### config.mk
export PLATFORM = sky130hd
export DESIGN_NAME = ramctrl
export DESIGN_NICKNAME = d
export VERILOG_FILES = /design/src/rtl/ramctrl.sv
export SDC_FILE = /design/constraint.sdc
export NUM_CORES = 1
export LEC_CHECK = 0
export BUFFER_PORTS_ARGS = -buffer_cell sky130_fd_sc_hd__buf_4
export CAP_MARGIN = 15
export CORE_ASPECT_RATIO = 1.2
export CORE_MARGIN = 10
export CORE_UTILIZATION = 58
export DETAILED_ROUTE_END_ITERATION = 8
export PLACE_DENSITY_LB_ADDON = 0.08
export SYNTH_ARGS = -nofsm -noshare
export SYNTH_HDL_FRONTEND = slang
export SYNTH_SLANG_ARGS = --single-unit
### constraint.sdc
create_clock -name clk_in -period 4.3 [get_ports clk_in]
set_input_delay 0.43 -clock clk_in [delete_from_list [all_inputs] [get_ports clk_in]]
set_output_delay 0.43 -clock clk_in [all_outputs]
set_load 0.01 [all_outputs]
### src/rtl/ramctrl.sv
// rtl/ramctrl.sv - byte-serial RAM/IO bus controller for fetch and data clients
// Data requests win over fetch; one request in flight, finished by a one-cycle DONE pulse.
module ramctrl #(
  parameter logic [16:0] IO_ADDR_HI = 17'h00003
) (
  input  logic        clk_in,
  input  logic        rst_n_in,
  input  logic        rdy_in,
  input  logic        fetch_ramctrl_en_in,
  input  logic [31:0] fetch_ramctrl_addr_in,
  output logic        ramctrl_fetch_rdy_out,
  output logic [31:0] ramctrl_fetch_data_out,
  input  logic        datactrl_ramctrl_data_en_in,
  input  logic        datactrl_ramctrl_data_rw_in,
  input  logic        datactrl_ramctrl_data_sgn_in,
  input  logic [2:0]  datactrl_ramctrl_data_width_in,
  input  logic [31:0] datactrl_ramctrl_data_addr_in,
  input  logic [31:0] datactrl_ramctrl_data_data_in,
  output logic        ramctrl_datactrl_data_rdy_out,
  output logic [31:0] ramctrl_datactrl_data_data_out,
  input  logic [7:0]  mem_din_in,
  output logic [7:0]  mem_dout_out,
  output logic [31:0] mem_a_out,
  output logic        mem_wr_out,
  input  logic        io_buffer_full_in
);

  typedef enum logic [1:0] {IDLE, READ, WRITE, DONE} state_t;

  state_t      state_q, state_d;
  logic        owner_q, owner_d;  // 1 = data controller, 0 = fetch
  logic [31:0] addr_q, addr_d;
  logic [2:0]  n_q, n_d;
  logic        sgn_q, sgn_d;
  logic [31:0] wdata_q, wdata_d;
  logic [2:0]  k_q, k_d;
  logic [31:0] buf_q, buf_d;
  logic [31:0] mem_a_q, mem_a_d;
  logic [7:0]  mem_dout_q, mem_dout_d;
  logic        mem_wr_q, mem_wr_d;
  logic        fetch_rdy_q, fetch_rdy_d;
  logic [31:0] fetch_data_q, fetch_data_d;
  logic        data_rdy_q, data_rdy_d;
  logic [31:0] data_data_q, data_data_d;

  logic        wr_go, finish_rd;
  logic [31:0] wr_addr, wr_data;
  logic [2:0]  wr_n, wr_k, cap_idx;

  function automatic logic [2:0] width_bytes(input logic [2:0] w);
    case (w)
      3'd1:    return 3'd1;
      3'd2:    return 3'd2;
      default: return 3'd4;
    endcase
  endfunction

  always_comb begin
    state_d      = state_q;
    owner_d      = owner_q;
    addr_d       = addr_q;
    n_d          = n_q;
    sgn_d        = sgn_q;
    wdata_d      = wdata_q;
    k_d          = k_q;
    buf_d        = buf_q;
    mem_a_d      = mem_a_q;
    mem_dout_d   = mem_dout_q;
    mem_wr_d     = 1'b0;
    fetch_rdy_d  = 1'b0;
    fetch_data_d = fetch_data_q;
    data_rdy_d   = 1'b0;
    data_data_d  = data_data_q;
    wr_go        = 1'b0;
    finish_rd    = 1'b0;
    wr_addr      = addr_q;
    wr_data      = wdata_q;
    wr_n         = n_q;
    wr_k         = k_q;
    cap_idx      = k_q - 3'd2;

    case (state_q)
      IDLE: begin
        if (datactrl_ramctrl_data_en_in) begin
          owner_d = 1'b1;
          addr_d  = datactrl_ramctrl_data_addr_in;
          n_d     = width_bytes(datactrl_ramctrl_data_width_in);
          sgn_d   = datactrl_ramctrl_data_sgn_in;
          wdata_d = datactrl_ramctrl_data_data_in;
          buf_d   = '0;
          if (datactrl_ramctrl_data_rw_in) begin
            // First byte goes out on the accepting edge, so feed the write step directly.
            state_d = WRITE;
            wr_go   = 1'b1;
            wr_addr = datactrl_ramctrl_data_addr_in;
            wr_data = datactrl_ramctrl_data_data_in;
            wr_n    = width_bytes(datactrl_ramctrl_data_width_in);
            wr_k    = 3'd0;
          end else begin
            state_d = READ;
            mem_a_d = datactrl_ramctrl_data_addr_in;
            k_d     = 3'd1;
          end
        end else if (fetch_ramctrl_en_in) begin
          owner_d = 1'b0;
          addr_d  = fetch_ramctrl_addr_in;
          n_d     = 3'd4;
          sgn_d   = 1'b0;
          buf_d   = '0;
          state_d = READ;
          mem_a_d = fetch_ramctrl_addr_in;
          k_d     = 3'd1;
        end
      end
      READ: begin
        // k counts edges since acceptance: address k issued, byte k-2 arrives now.
        if (k_q < n_q) mem_a_d = addr_q + {29'd0, k_q};
        if (k_q >= 3'd2) buf_d[{cap_idx[1:0], 3'b000} +: 8] = mem_din_in;
        if (k_q == n_q + 3'd1) finish_rd = 1'b1;
        else k_d = k_q + 3'd1;
      end
      WRITE: wr_go = 1'b1;
      default: begin
        state_d = IDLE;
        k_d     = 3'd0;
      end
    endcase

    if (wr_go) begin
      if (wr_k == wr_n) begin
        state_d    = DONE;
        data_rdy_d = 1'b1;
      end else if (wr_addr[31:15] == IO_ADDR_HI && io_buffer_full_in) begin
        k_d = wr_k;
      end else begin
        mem_a_d    = wr_addr + {29'd0, wr_k};
        mem_dout_d = wr_data[{wr_k[1:0], 3'b000} +: 8];
        mem_wr_d   = 1'b1;
        k_d        = wr_k + 3'd1;
      end
    end

    if (finish_rd) begin
      state_d = DONE;
      if (owner_q) begin
        data_rdy_d = 1'b1;
        if (n_q == 3'd1)
          data_data_d = {{24{sgn_q & buf_d[7]}}, buf_d[7:0]};
        else if (n_q == 3'd2)
          data_data_d = {{16{sgn_q & buf_d[15]}}, buf_d[15:0]};
        else
          data_data_d = buf_d;
      end else begin
        fetch_rdy_d  = 1'b1;
        fetch_data_d = buf_d;
      end
    end
  end

  always_ff @(posedge clk_in or negedge rst_n_in) begin
    if (!rst_n_in) begin
      state_q      <= IDLE;
      owner_q      <= 1'b0;
      addr_q       <= '0;
      n_q          <= '0;
      sgn_q        <= 1'b0;
      wdata_q      <= '0;
      k_q          <= '0;
      buf_q        <= '0;
      mem_a_q      <= '0;
      mem_dout_q   <= '0;
      mem_wr_q     <= 1'b0;
      fetch_rdy_q  <= 1'b0;
      fetch_data_q <= '0;
      data_rdy_q   <= 1'b0;
      data_data_q  <= '0;
    end else if (rdy_in) begin
      state_q      <= state_d;
      owner_q      <= owner_d;
      addr_q       <= addr_d;
      n_q          <= n_d;
      sgn_q        <= sgn_d;
      wdata_q      <= wdata_d;
      k_q          <= k_d;
      buf_q        <= buf_d;
      mem_a_q      <= mem_a_d;
      mem_dout_q   <= mem_dout_d;
      mem_wr_q     <= mem_wr_d;
      fetch_rdy_q  <= fetch_rdy_d;
      fetch_data_q <= fetch_data_d;
      data_rdy_q   <= data_rdy_d;
      data_data_q  <= data_data_d;
    end
  end

  assign mem_a_out                      = mem_a_q;
  assign mem_dout_out                   = mem_dout_q;
  assign mem_wr_out                     = mem_wr_q & rdy_in;
  assign ramctrl_fetch_rdy_out          = fetch_rdy_q;
  assign ramctrl_fetch_data_out         = fetch_data_q;
  assign ramctrl_datactrl_data_rdy_out  = data_rdy_q;
  assign ramctrl_datactrl_data_data_out = data_data_q;

endmodule

Word-level counts from Yosys, hierarchy flattened
Cells that the tools add are included.

Bits in registers: 213. Input port bits: 115. Output and inout port bits: 107. Logic and storage cells: 115.

Add/sub/neg operators: 7. Order comparisons: 2. Equality and inequality tests: 9. Shifts and indexed selects: 3. Multiplexer cells: 64. Bitwise logic cells: 6. Reduce and logical (&&, ||, !) cells: 9.

Operators by type and width (number): 2-to-1 mux 32 bit (20); one-hot mux 32 bit (2 select lines) (2); adder 32 x 3 -> 32 bit (2); 2-to-1 mux 3 bit (15); bitwise mux 32 bit (1); variable shift 8 x 7 -> 32 bit, first input constant (1); variable part select 32 x 6 -> 8 bit (1); variable part select 8 x 7 -> 32 bit (1); equality test 17 x 2 -> 1 bit, second input constant (1); 2-to-1 mux 1 bit (16); 2-to-1 mux 2 bit (6); AND reduction 3 bit (4); adder 3 x 1 -> 3 bit, second input constant (3); one-hot mux 3 bit (3 select lines) (1); negator 5 -> 7 bit (1); equality test 3 x 1 -> 1 bit, second input constant (2); equality test 3 x 2 -> 1 bit, second input constant (2); equality test 3 bit (2); one-hot mux 3 bit (2 select lines) (1); one-hot mux 2 bit (2 select lines) (1); AND reduction 4 bit (1); AND 1 bit (3); >= comparator 3 x 2 -> 1 bit, second input constant (1); < comparator 3 bit (1); 9 further kinds (11).

Logic depth before layout (Yosys ltp)
Depth after elaboration: 10. Gate-level depth with buffers: 19.

Worst setup path before layout
OpenSTA, ideal clock, no wires.

Path kind: input to register. From: in datactrl_ramctrl_data_rw_in. To: reg mem_a_q[20] (netlist: mem_a_out[20]). Setup time: 0.126 ns. Arrival time: 3.979 ns. Data required time: 4.174 ns. Setup slack: 0.195 ns. Cell stages on the path: 19. Cell sequence: buf_4 -> nand4bb_1 -> buf_2 -> buf_2 -> buf_2 -> buf_1 -> clkbuf_1 -> nand2_1 -> nand2_1 -> ha_1 -> inv_1 -> fa_1 -> nor2b_1 -> nor2_1 -> a2111oi_0 -> xor2_1 -> nand2_1 -> o21ai_1 -> a221o_1.

Cells in the longest elaborated chain, start to end: 8. Elaborated cells between the ends (all ways): 22. Classes of those cells: add/sub: 1; eq/ne: 2; mux: 18; reduce/logical: 1.

Ends and longest elaborated chain: start, declared (line 14) `input logic datactrl_ramctrl_data_rw_in,`; parallel branches: the longest is 7 deep, another holds adder 32 x 3 -> 32 bit; 2-to-1 mux 32 bit * (line 129) `if (wr_go) begin`; end signal, assigned (line 186) `mem_a_q <= mem_a_d;`; end, declared (line 38) `logic [31:0] mem_a_q, mem_a_d;`.

Mark *: on every way between the ends. A chain may end at the register's enable or synchronous reset.

Worst setup path in the final report
From: reg k_q[1]. To: reg mem_a_q[28] (netlist: mem_a_out[28]).

Cells in the longest elaborated chain, start to end: 7. Elaborated cells between the ends (all ways): 12. Classes of those cells: add/sub: 2; order compare: 1; eq/ne: 1; mux: 8.

Ends and longest elaborated chain: start, declared (line 36) `logic [2:0] k_q, k_d;`; start signal, assigned (line 184) `k_q <= k_d;`; 2-to-1 mux 3 bit (line 91) `if (datactrl_ramctrl_data_rw_in) begin`; 2-to-1 mux 3 bit (line 84) `if (datactrl_ramctrl_data_en_in) begin`; 2-to-1 mux 3 bit (line 82) `case (state_q)`; adder 32 x 3 -> 32 bit (line 136) `mem_a_d = wr_addr + {29'd0, wr_k};`; 2-to-1 mux 32 bit (line 133) `end else if (wr_addr[31:15] == IO_ADDR_HI && io_buffer_full_in) begin`; 2-to-1 mux 32 bit (line 130) `if (wr_k == wr_n) begin`; 2-to-1 mux 32 bit * (line 129).

Mark *: on every way between the ends. The rest lies on a longest branch, timed or not.

==> key figures <==
Status
  • Status: complete, no violations

Drt
  • Total via count in the routed design: 12,520
  • Final WL: 44.60 mm
  • Final ANT Viol Nets: 0
  • Drt first-iter violations: 1,025
  • Detailed Routing Iterations Pass 1: 6
  • DR vias/cell: 6.567
  • DRC viols: 0
  • DR WL/cell: 23.40 um

Placed design
  • # placed instances: 1,863
  • DP HPWL: 31.53 mm
  • I/O Buffers: 221
  • Place WS: 0.6253 ns
  • Area after DPL: 0.01501 mm2
  • Gpl congestion: 1.002

Yosys
  • Syn Std Cell Area: 0.01318 mm2
  • Sequential share of the synthesized area: 40.44%
  • Ys Warns: 0
  • Avg Inst Size Synth: 9.097 um2
  • Ys flop type: dfrtp_1
  • Area contributors post-synth: dfrtp_1, mux2i_1, a21oi_1, nand2_1, nor2_1
  • Number of synthesized register bits: 213
  • Synth cell types: 78
  • Synth Instances: 1,449
  • Most area-hungry cell type in the Yosys netlist: dfrtp_1
  • Mapped Nets: 1,585
  • EDFF count, synth: 0
  • Async SR Flop Fraction: 100.0%
  • Post-synth top area share: 40.44%

Final layout
  • Final Util: 70.98%
  • Final Instance Area: 0.01588 mm2
  • Share of cells above drive strength 1: 22.25%
  • Nets: 1,746
  • Area Overhead vs Synth: 20.47%
  • Fin cells: 1,906
  • Diode count: 0

Setup path
  • Worst R2R End: mem_a_out[28]
  • FF-to-FF path depth: 11
  • R2R setup slack: 0.57 ns
  • Worst-path maximum fanout: 13
  • CP Capture Point: mem_a_out[28]
  • CP Class: register to register
  • Setup crit end kind: register
  • Crit path arrival time: 4.10 ns
  • Critical register-to-register path startpoint: k_q[1]
  • CP required: 4.67 ns
  • Critical Path Start: k_q[1]
  • CP startpoint kind: register

Timing
  • Max Clock Skew: 0.02894 ns
  • Final setup violating endpoints: 0
  • RSZ-0062 raised after global routing: false
  • Worst Tran Pin Value: 1.028 ns
  • Max-slew headroom: 30.80%
  • Fin crit period: 3.727 ns
  • Final WS setup: 0.5732 ns
  • Crit share post-route: 86.67%
  • Max Clock Freq: 0.2683 GHz
  • Setup_tns: 0 ns
  • Max-slew violation count: 0
  • Fin Hold WS: 0.008121 ns
  • Final hold vios: 0

Floorplanning
  • Top-Level Pins: 222
  • CORE AREA: 0.02237 mm2
  • Die X: 157.6 um
  • Die H: 185.1 um
  • Number of core rows: 60
  • Die ar.: 0.02918 mm2
  • Starting Density: 58.92%

Global routing
  • Initial antenna violation count: 0
  • Global route hottest layer: met2
  • Grt met1 use: 35.77%
  • Total gr overflow: 0
  • First-pass GRT wire length: 70.15 mm
  • Met2 Use GR: 52.28%
  • Total track usage: 30.01%
  • Met3 Usage GRT: 4.711%
  • Pin count of the biggest net entering global routing: 105
  • Vias in the first global route: 12,700

Clocking
  • Clk slew on worst S/H paths: 0.06 ns
  • Post-CTS Resized: 0
  • H-tree Lvls: 1
  • # hold bufs at CTS: 0
  • TritonCTS clock tree: built
  • Clock sink total: 213
  • Clock Latency Late Sink: 0.53 ns
  • Setup bufs post-CTS: 0
  • Clock buffer depth: 3
  • CTS Root Cell: clkbuf_16
  • TritonCTS Buffers: 24

Min path
  • Hold Crit Class: input pin to asynchronous set/reset pin

Power and ir drop
  • PwrDens: 712.2 mW/mm2
  • Leakage: 7.089 nW
  • Worst IR drop on VDD: 0.0003345 V
  • Total power: 11.31 mW

Flow run
  • Max cap viols: 0
-- sequential cells by signal, indices dropped and copies added, names as in the netlist --
name / count
state_q: 2
addr_q: 32
mem_dout_out: 8
ramctrl_datactrl_data_rdy_out: 1
mem_wr_q: 1
ramctrl_fetch_data_out: 32
wdata_q: 32
ramctrl_fetch_rdy_out: 1
k_q: 3
mem_a_out: 32
n_q: 3
sgn_q: 1
buf_q: 32
owner_q: 1
ramctrl_datactrl_data_data_out: 32
-- worst min path at each step --
| stage | to | slack, ns | depth (start not counted) |
|---|---|---|---|
| 6_report | ramctrl_datactrl_data_data_out[26] | 0.008 | 1 |
| 5_1_grt | ramctrl_datactrl_data_data_out[28] | 0.09 | 1 |
| 4_1_cts | ramctrl_datactrl_data_data_out[24] | 0.07 | 1 |
| 3_5_place_dp | mem_wr_q | 0.47 | 1 |
| 3_3_place_gp | mem_wr_q | 0.46 | 1 |
| 2_1_floorplan | addr_q[0] | 0.13 | 0 |
-- layer usage --
metal,wire (um),vias to the layer above
li1,-,5673
met1,17130,6140
met2,22660,572
met3,3104,132
met4,1706,0
met5,0,-
-- critical path, cell delays in order (launching register included) --
cell and delay, ns:
dfrtp_1 0.63, inv_1 0.17, nor2_1 0.29, clkinv_1 0.38
fa_1 0.57, nor2b_1 0.20, nor2_1 0.19, a211oi_4 0.37
o21ai_2 0.23, nor4_2 0.29, xor2_1 0.17, a32oi_1 0.07
-- cells in the final DEF, fill, tap and decap left out, types with 5 or more instances in the layout --
cell / synthesis / routed
clkbuf_16: 0 / 25
o211ai_1: 11 / 11
a21oi_1: 101 / 101
nor3_1: 20 / 20
nor2_1: 124 / 123
a221o_1: 8 / 8
mux2i_1: 98 / 98
a31oi_1: 13 / 13
a211oi_1: 49 / 49
a22o_1: 27 / 27
a221oi_1: 13 / 13
ha_1: 19 / 19
o21a_1: 11 / 11
or3_1: 7 / 7
or4_1: 5 / 5
buf_4: 2 / 253
xor2_1: 29 / 29
inv_1: 15 / 15
nand2_1: 128 / 128
nand3_1: 31 / 30
a21o_1: 12 / 12
clkbuf_8: 0 / 8
nand4_1: 18 / 18
o21ai_0: 87 / 87
mux2_2: 38 / 38
nor2b_1: 35 / 35
dfrtp_1: 213 / 213
and3_1: 10 / 10
xnor2_1: 35 / 35
or2_2: 8 / 8
a22oi_1: 35 / 35
o22ai_1: 20 / 20
o31ai_1: 9 / 9
nor4_1: 20 / 20
-- Yosys cell counts, types with 25 or more instances --
cell type  count
a22o_1        27
mux2_2        38
dfrtp_1      213
nand2_1      128
nor2_1       124
a211oi_1      49
xor2_1        29
o21ai_0       87
nand3_1       31
xnor2_1       35
nor2b_1       35
buf_1         25
a21oi_1      101
mux2i_1       98
clkbuf_1      75
a22oi_1       35
-- layout make-up --
type / instances / area [um2]
Clock inverter: 9 / 138.9
Tap cell: 279 / 349.1
Clock buffer: 34 / 729.5
Multi-Input combinational cell: 1099 / 7336
Timing Repair Buffer: 255 / 1933
Fill cell: 1773 / 6491
Inverter: 17 / 63.81
Sequential cell: 213 / 5330
-- power breakdown --
group	total [mW]	switching [mW]	internal, mW
Combinational	5.29	2.97	2.32
Clock	2.23	0.864	1.36
Sequential	3.79	0.908	2.89
-- logic make-up (layout without fill, tap and decap cells) --
family,count (synthesis),after routing,share of synthesized area (%)
buf+inv,137,315,4.129
simple gates,437,437,16.11
fa+ha+maj,21,21,2.107
compound gates,441,441,22.28
flops,213,213,40.44
xor+xnor,64,64,4.252
mux,136,136,10.69
No activity file was read; power rests on OpenSTA's default activity.
